[src/rtl/bp_be_accel_wr_credit.sv]
// -----------------------------------------------------------------------------
// bp_be_accel_wr_credit
//
// Credit meter for the accelerator's uncached-write stream. It sits between the
// accelerator pipe's BedRock mem_fwd port and the memory network. Each fwd beat
// is one complete 16B write. The block forwards beats with zero latency while
// fewer than credits_p writes are outstanding. It retires one credit per mem_rev
// response. The backend can issue a fence and wait until every accelerator
// store has been acknowledged.
//
// Protocol errors are sticky until reset, and only the first error's code is
// kept:
//   01 - a response arrived while nothing was outstanding
//   10 - no response for timeout_p-1 cycles while writes were outstanding
//
// Ports
//   clk_i, reset_n_i          clock, synchronous active-low reset
//   fwd_header_i/data_i/v_i   upstream mem_fwd beat
//   fwd_ready_and_o           upstream ready (ready-and)
//   fwd_header_o/data_o/v_o   network mem_fwd beat
//   fwd_ready_and_i           network ready
//   rev_v_i                   mem_rev response valid (header/data unused)
//   rev_ready_and_o           mem_rev ready, 1 whenever out of reset
//   fence_v_i                 fence request (pulse or level)
//   fence_ready_and_o         fence request accepted when high with fence_v_i
//   fence_done_o              one-cycle pulse when the accepted fence drains
//   outstanding_o             writes sent but not yet acknowledged
//   err_o, err_code_o         sticky protocol error and its first cause
// -----------------------------------------------------------------------------
module bp_be_accel_wr_credit #(
    parameter int header_width_p = 64,
    parameter int data_width_p   = 128,
    parameter int credits_p      = 8,
    parameter int timeout_p      = 1024
) (
    input  logic                                 clk_i,
    input  logic                                 reset_n_i,

    input  logic [header_width_p-1:0]            fwd_header_i,
    input  logic [data_width_p-1:0]              fwd_data_i,
    input  logic                                 fwd_v_i,
    output logic                                 fwd_ready_and_o,

    output logic [header_width_p-1:0]            fwd_header_o,
    output logic [data_width_p-1:0]              fwd_data_o,
    output logic                                 fwd_v_o,
    input  logic                                 fwd_ready_and_i,

    input  logic                                 rev_v_i,
    output logic                                 rev_ready_and_o,

    input  logic                                 fence_v_i,
    output logic                                 fence_ready_and_o,
    output logic                                 fence_done_o,

    output logic [$clog2(credits_p+1)-1:0]       outstanding_o,
    output logic                                 err_o,
    output logic [1:0]                           err_code_o
);

    localparam int ow_lp = $clog2(credits_p + 1);
    localparam int tw_lp = $clog2(timeout_p);

    localparam logic [ow_lp-1:0] credits_lp   = ow_lp'(credits_p);
    localparam logic [tw_lp-1:0] timer_max_lp = tw_lp'(timeout_p - 1);

    localparam logic [1:0] err_none_lp       = 2'b00;
    localparam logic [1:0] err_unexpected_lp = 2'b01;
    localparam logic [1:0] err_timeout_lp    = 2'b10;

    typedef enum logic [1:0] {
        e_run   = 2'b00,
        e_drain = 2'b01,
        e_done  = 2'b10
    } state_e;

    state_e            state_reg;
    logic              fence_ready_reg;
    logic              fence_done_reg;
    logic              rev_ready_reg;

    logic [ow_lp-1:0]  outstanding_reg, outstanding_next;
    logic [tw_lp-1:0]  timer_reg, timer_next;
    logic              err_reg, err_next;
    logic [1:0]        err_code_reg, err_code_next;

    logic              gate;
    logic              send;
    logic              ret;
    logic              unexpected;
    logic              timeout_hit;

    // -------------------------------------------------------------------------
    // Forward path: zero-latency pass-through, gated by credit/FSM/error state.
    // -------------------------------------------------------------------------
    assign gate = (state_reg == e_run) & (outstanding_reg < credits_lp) & ~err_reg;

    assign fwd_header_o    = fwd_header_i;
    assign fwd_data_o      = fwd_data_i;
    assign fwd_v_o         = fwd_v_i & gate;
    assign fwd_ready_and_o = fwd_ready_and_i & gate;

    assign send = fwd_v_o & fwd_ready_and_i;

    // A response only retires a credit if something is outstanding. Otherwise
    // the response is still consumed, and it is flagged unless a send in the
    // same cycle covers it.
    assign ret        = rev_v_i & rev_ready_reg & (outstanding_reg != '0);
    assign unexpected = rev_v_i & rev_ready_reg & (outstanding_reg == '0) & ~send;

    // -------------------------------------------------------------------------
    // Credit counter, response timer and sticky error capture
    // -------------------------------------------------------------------------
    always_comb begin
        outstanding_next = outstanding_reg + ow_lp'(send) - ow_lp'(ret);
    end

    // The timer saturates at its limit so it can never wrap back below it.
    always_comb begin
        timer_next = timer_reg;
        if (ret || (outstanding_reg == '0)) begin
            timer_next = '0;
        end else if (timer_reg != timer_max_lp) begin
            timer_next = timer_reg + tw_lp'(1);
        end
    end

    // Look ahead at timer_next so the error registers in the same cycle that
    // the timer register reaches its limit.
    assign timeout_hit = (timer_next == timer_max_lp);

    always_comb begin
        err_next      = err_reg;
        err_code_next = err_code_reg;
        if (!err_reg) begin
            if (unexpected) begin
                err_next      = 1'b1;
                err_code_next = err_unexpected_lp;
            end else if (timeout_hit) begin
                err_next      = 1'b1;
                err_code_next = err_timeout_lp;
            end
        end
    end

    always_ff @(posedge clk_i) begin
        if (!reset_n_i) begin
            outstanding_reg <= '0;
            timer_reg       <= '0;
            err_reg         <= 1'b0;
            err_code_reg    <= err_none_lp;
            rev_ready_reg   <= 1'b0;
        end else begin
            outstanding_reg <= outstanding_next;
            timer_reg       <= timer_next;
            err_reg         <= err_next;
            err_code_reg    <= err_code_next;
            rev_ready_reg   <= 1'b1;
        end
    end

    // -------------------------------------------------------------------------
    // Fence FSM with registered handshake outputs.
    // Drain completes on outstanding_next so that a response in the final
    // drain cycle is counted. A timeout never drains, so the fence then waits
    // until reset.
    // -------------------------------------------------------------------------
    always_ff @(posedge clk_i) begin
        if (!reset_n_i) begin
            state_reg       <= e_run;
            fence_ready_reg <= 1'b1;
            fence_done_reg  <= 1'b0;
        end else begin
            fence_done_reg <= 1'b0;
            case (state_reg)
                e_run: begin
                    if (fence_v_i) begin
                        state_reg       <= e_drain;
                        fence_ready_reg <= 1'b0;
                    end
                end
                e_drain: begin
                    if (outstanding_next == '0) begin
                        state_reg      <= e_done;
                        fence_done_reg <= 1'b1;
                    end
                end
                e_done: begin
                    state_reg       <= e_run;
                    fence_ready_reg <= 1'b1;
                end
                default: begin
                    state_reg       <= e_run;
                    fence_ready_reg <= 1'b1;
                end
            endcase
        end
    end

    assign rev_ready_and_o   = rev_ready_reg;
    assign fence_ready_and_o = fence_ready_reg;
    assign fence_done_o      = fence_done_reg;
    assign outstanding_o     = outstanding_reg;
    assign err_o             = err_reg;
    assign err_code_o        = err_code_reg;

endmodule

[config.mk]
export PLATFORM = sky130hd
export DESIGN_NAME = bp_be_accel_wr_credit
export DESIGN_NICKNAME = d
export VERILOG_FILES = /design/src/rtl/bp_be_accel_wr_credit.sv
export SDC_FILE = /design/constraint.sdc
export NUM_CORES = 1
export LEC_CHECK = 0
export BUFFER_PORTS_ARGS = -buffer_cell sky130_fd_sc_hd__buf_2
export CAP_MARGIN = 20
export CORE_AREA = 2 2 154 156
export CTS_CLUSTER_DIAMETER = 50
export CTS_CLUSTER_SIZE = 40
export DETAILED_ROUTE_END_ITERATION = 8
export DIE_AREA = 0 0 156 158
export GPL_ROUTABILITY_DRIVEN = 0
export GPL_TIMING_DRIVEN = 0
export PLACE_DENSITY = 0.4
export SYNTH_ARGS = -nofsm -noshare
export SYNTH_HDL_FRONTEND = slang
export SYNTH_SLANG_ARGS = --single-unit
[constraint.sdc]
create_clock -name clk_i -period 3.13 [get_ports clk_i]
set_clock_uncertainty 0.15 [all_clocks]
set_input_delay 0.1565 -clock clk_i [delete_from_list [all_inputs] [get_ports clk_i]]
set_output_delay 0.1565 -clock clk_i [all_outputs]
set_load 0.1 [all_outputs]
Word-level counts from Yosys, hierarchy flattened --
Cells that the tools add are included.
Operators by class: muxes and demuxes 14, magnitude comparators 1, reductions and logical operators 10, bitwise operators 12, equal/unequal tests 5, $add $sub $neg 3
Operator list (count):
- $mux W10 | 2
- $add A10 B1 Y10 const B | 1
- $eq A10 B10 Y1 const B | 1
- $ne A10 B10 Y1 const B | 1
- $and A1 B1 Y1 | 9
- $logic_not A4 Y1 | 2
- $mux W2 | 4
- $reduce_and A2 Y1 | 4
- $mux W1 | 6
- $add A4 B1 Y4 | 1
- $lt A4 B4 Y1 const B | 1
- $ne A2 B2 Y1 const B | 2
- $pmux W2 S2 | 1
- $reduce_bool A4 Y1 | 1
- $sub A4 B1 Y4 | 1
- $not A1 Y1 | 3
- $eq A2 B1 Y1 const B | 1
- $logic_not A2 Y1 | 1
- $pmux W1 S2 | 1
- $reduce_bool A2 Y1 | 1
- $logic_or A1 B1 Y1 | 1
Storage, ports and cells: output and inout port bits 204, flip-flop bits (word level) 22, input port bits 198, word-level logic and storage cells 53

Logic depth before layout (Yosys ltp) --
word-level depth 10, depth in mapped cells 12, mapped depth without buffers 12

Worst setup path after synthesis --
No wires, ideal clock.
path kind reg-to-reg, start point register outstanding_reg[2] (netlist: outstanding_o[2]), end point register state_reg[0], stages on the path, launching flop included 13, setup time 0.115 ns, slack -0.318 ns, buffers on the path 0, period minus slack after synthesis 3.448 ns, required time 2.865 ns, arrival time 3.184 ns, cells stage by stage dfxtp_1 inv_1 ha_1 nor3b_1 nor2_1 ha_1 inv_1 ha_1 inv_1 fa_1 xor2_1 and4b_1 a2111oi_0
On the way: longest elaborated chain between the ends 10, elaborated cells between the ends (all ways) 12, classes of those cells 2 x add/sub; 1 x order compare; 1 x eq/ne; 5 x bitwise; 3 x reduce/logical
Ends and longest elaborated chain:
- from (decl) | line 82 | logic [ow_lp-1:0] outstanding_reg, outstanding_next;
- from (signal assigned) | line 154 | outstanding_reg <= outstanding_next;
- $lt A4 B4 Y1 | line 96 | assign gate = (state_reg == e_run) & (outstanding_reg < credits_lp) & ~err_reg;
- $and A1 B1 Y1 (2 in series) | line 96
- $and A1 B1 Y1 | line 100 | assign fwd_v_o = fwd_v_i & gate;
- $and A1 B1 Y1 | line 103 | assign send = fwd_v_o & fwd_ready_and_i;
- $add A4 B1 Y4 | line 115 | outstanding_next = outstanding_reg + ow_lp'(send) - ow_lp'(ret);
- $sub A4 B1 Y4 (*) | line 115
- $logic_not A4 Y1 (*) | line 183 | if (outstanding_next == '0) begin
- $ne A2 B2 Y1 (no source line) (*)
- $reduce_and A2 Y1 (no source line) (*)
- to (signal assigned) | line 184 | state_reg <= e_done;
- to (signal assigned) | line 189 | state_reg <= e_run;
- to (signal assigned) | line 193 | state_reg <= e_run;
- to (decl) | line 77 | state_e state_reg;
Every way passes the cells marked *; elsewhere a longest branch is shown, timed or not. A chain may end at the register's enable or synchronous reset.

Worst setup path after layout --
start point register state_reg[0], end point register state_reg[0]
On the way: longest elaborated chain between the ends 10, elaborated cells between the ends (all ways) 13, classes of those cells 2 x add/sub; 3 x eq/ne; 1 x mux; 4 x bitwise; 3 x reduce/logical
Ends and longest elaborated chain:
- from (signal assigned) | line 170 | state_reg <= e_run;
- from (signal assigned) | line 178 | state_reg <= e_drain;
- from (signal assigned) | line 184
- $logic_not A2 Y1 | line 96, 175
- $and A1 B1 Y1 (2 in series) | line 96
- $and A1 B1 Y1 | line 100
- $and A1 B1 Y1 | line 103
- $add A4 B1 Y4 | line 115
- $sub A4 B1 Y4 | line 115
- $logic_not A4 Y1 | line 183
- $ne A2 B2 Y1 (no source line)
- $reduce_and A2 Y1 (no source line)
Parallel ways exist; a longest one is shown, timed or not.

==> results.py <==
metrics = {
    "status": {
        "outcome": "finished clean",
    },
    "global_routing": {
        "grt_pass1_vias": 2191,
        "antenna_found_initial": 0,
        "use_met2_pct": 11.1,
        "grt_use_total_pct": 5.61,
        "grt-ovfl-total": 0,
        "grt-busiest-layer": "met2",
        "grt_pass1_wl_mm": 11.0,
        "gr-usage-met1_pct": 6.31,
        "use_met3_pct": 0.985,
        "grt_max_degree": 13,
    },
    "placement": {
        "placedCellCount": 820,
        "dp_hpwl_mm": 7.52,
        "dp_slack_ns": 0.0480,
        "numPortBuffers": 209,
        "place_area_sq_um": 3980,
    },
    "cells_and_area": {
        "drive_above_1_share_pct": 78.1,
        "seq_area_sq_um": 444,
        "nNetsFinal": 741,
        "area.growth.synth_to_final_pct": 60.0,
        "final_cells": 825,
        "final_util_pct": 17.8,
        "multi_input_area_sq_um": 656,
        "final_area_sq_um": 4110,
        "largest_reg_flops": 10,
        "fillers": 2563,
        "diodes": 0,
    },
    "clocking": {
        "numCtsBuffers": 3,
        "cts_root_buffer": "clkbuf_16",
        "cts_sinks": 22,
        "cts_buffer_depth": 2,
        "worstSkewPairLatency_ns": 0.25,
        "cts_setup_buffers": 0,
        "clk_pin_slew_ns": 0.06,
        "tritoncts": "built",
        "h-tree-depth": 1,
    },
    "sta": {
        "setup_ws_ns": 0.271,
        "fmax_ghz": 0.350,
        "period_share_pct": 91.4,
        "setup_viol": 0,
        "slew_headroom_pct": 62.4,
        "period_minus_slack_ns": 2.86,
        "worst_pin_slew_ns": 0.560,
        "slew_viol_final": 0,
        "hold_viol_final": 0,
        "rsz0062_at_grt": "no",
    },
    "detailed_routing": {
        "finalWirelength_mm": 8.48,
        "drtIter0Drc": 107,
        "viasPerCell": 3.14,
        "vias": 2594,
        "drt-pass1-iter-count": 4,
        "postRouteAntennaNets": 0,
        "drc": 0,
        "wl_per_cell_um": 10.3,
    },
    "yosys": {
        "async_reset_ff_share_pct": 0,
        "synthCells": 321,
        "yosysTopAreaCell": "buf_4",
        "synth_fp_nets": 526,
        "synth-seq-area-share_pct": 17.2,
        "ys_warn_count": 0,
        "synth_edf_count": 0,
        "yosysTopAreaCellShare_pct": 56.5,
        "yosysUniqueCellTypes": 36,
        "ys.flop_type": "dfxtp_1",
        "synth_area_leaders": "buf_4, dfxtp_1, ha_1",
        "syn-cell-area_sq_um": 2570,
        "ys_ff_latch": 22,
        "syn_avg_cell_area_sq_um": 7.99,
    },
    "run": {
        "max_cap_violations": 0,
    },
    "power_and_ir_drop": {
        "combPwrFrac_pct": 73.7,
        "power_frac_seq_pct": 14.9,
        "switching_share_pct": 64.4,
        "switchingPower_uw": 1730,
        "internal_power_uw": 954,
        "ir_worst_vdd_v": 0.000267,
        "clockPowerShare_pct": 11.4,
        "p_total_uw": 2680,
        "p_leak_uw": 0.00225,
        "power_density_nw_per_um2": 654,
    },
    "critical_path": {
        "cpMaxStageDelayCell": "fa_1",
        "critPathMaxStageDelay_ns": 0.40,
        "cp.arrival_ns": 2.86,
        "critPathRequiredTime_ns": 3.13,
        "startpoint_type": "register",
        "critical-path-top-delay-family": "adder cells",
        "crit_fanout": 6,
        "cp.buffers_inverters": 2,
        "cp_cell_sequence": "nor4_4, nand3_1, ha_1, inv_1, ha_1, inv_1, fa_1, xor2_1, and4b_1, a2111oi_1",
        "crit_type": "register to register",
        "worst_setup_path_end_kind": "register",
    },
    "floorplan": {
        "coreArea_sq_um": 23100,
        "die_area_sq_um": 24600,
        "initial_core_util_pct": 11.1,
        "io_pins": 402,
        "die_w_um": 156,
        "row_count": 56,
        "die_y_um": 158,
    },
    "min_path": {
        "hold_class": "primary input to register",
    },
}
==> tightest hold or removal path: stages <==
cell and delay, ns:
buf_2 0.10, inv_1 0.04, o21ai_0 0.06, nand2_1 0.06
==> final timing paths <==
kind	cells after the start	slack (ns)	from	to
setup reg to reg	10	0.27	state_reg[0]	state_reg[0]
hold reg to reg	2	0.31	fence_ready_and_o	fence_ready_and_o
hold / removal	4	0.04	fence_v_i	fence_ready_and_o
setup / recovery	10	0.27	state_reg[0]	state_reg[0]
==> layout make-up <==
type                            instances  area share (%)
Tap cell                              290            8.84
Timing Repair Buffer                  210            25.7
Clock buffer                            4            2.16
Buffer                                194            35.6
Inverter                               10           0.914
Multi-Input combinational cell         95            16.0
Sequential cell                        22            10.8
==> cells by family after synthesis <==
family	Yosys count	share of synthesized area [%]
simple gates	55	11.8
fa+ha+maj	7	3.71
buf+inv	204	58.4
flops	22	17.2
compound gates	28	7.26
xor+xnor	5	1.71
==> cell usage in the layout, fill, tap and decap left out, drive strengths merged, types with 2 or more instances in the layout <==
cell / n
a211oi: 5
a21oi: 8
a31oi: 3
and2: 4
and3: 4
and4: 4
buf: 403
clkbuf: 4
dfxtp: 22
ha: 6
inv: 10
nand2: 9
nand3: 9
nand4: 3
nor2: 14
nor3: 2
nor4: 2
o21ai: 3
o22ai: 2
o31ai: 2
xnor2: 3
xor2: 2
==> synth_stat cells, drive strengths merged (3+ instances only) <==
cell type,number
and2,4
ha,6
and4,4
nand4,3
a211oi,5
inv,10
buf,194
nand3,9
a21oi,8
dfxtp,22
nor2,14
a31oi,3
o21ai,3
and3,4
nand2,9
xnor2,3
==> stage by stage <==
stage | TNS [ns] | hold WS (ns)
after floorplan | 0 | 0.0342
after CTS | 0 | 0.0366
final | 0 | 0.0385
after global routing | 0 | 0.0779
after global placement | -0.00384 | 0.238
after detailed placement | 0 | 0.240
==> power by group through the flow <==
| stage | logic, uW | registers [uW] | clock network (uW) |
|---|---|---|---|
| after CTS | 1960 | 387 | 313 |
| after global placement | 1960 | 395 | 0 |
| after floorplan | 1470 | 633 | 0 |
| after detailed placement | 1960 | 394 | 0 |
| after global routing | 2070 | 414 | 321 |
| final | 1980 | 401 | 305 |
==> layer usage <==
layer	vias to the layer above	share of wire (%)
met4	0	0.47
met2	200	54
met3	2	9.5
met1	1108	36
met5	-	0
li1	1284	-
==> repair_timing <==
action | in CTS | in global routing
hold buffers | 1 | 0
gates resized for setup | 0 | 5
endpoints found under the setup margin | 0 | 1
endpoints found under the hold margin | 1 | 0
Power figures use the tool's default switching activity.
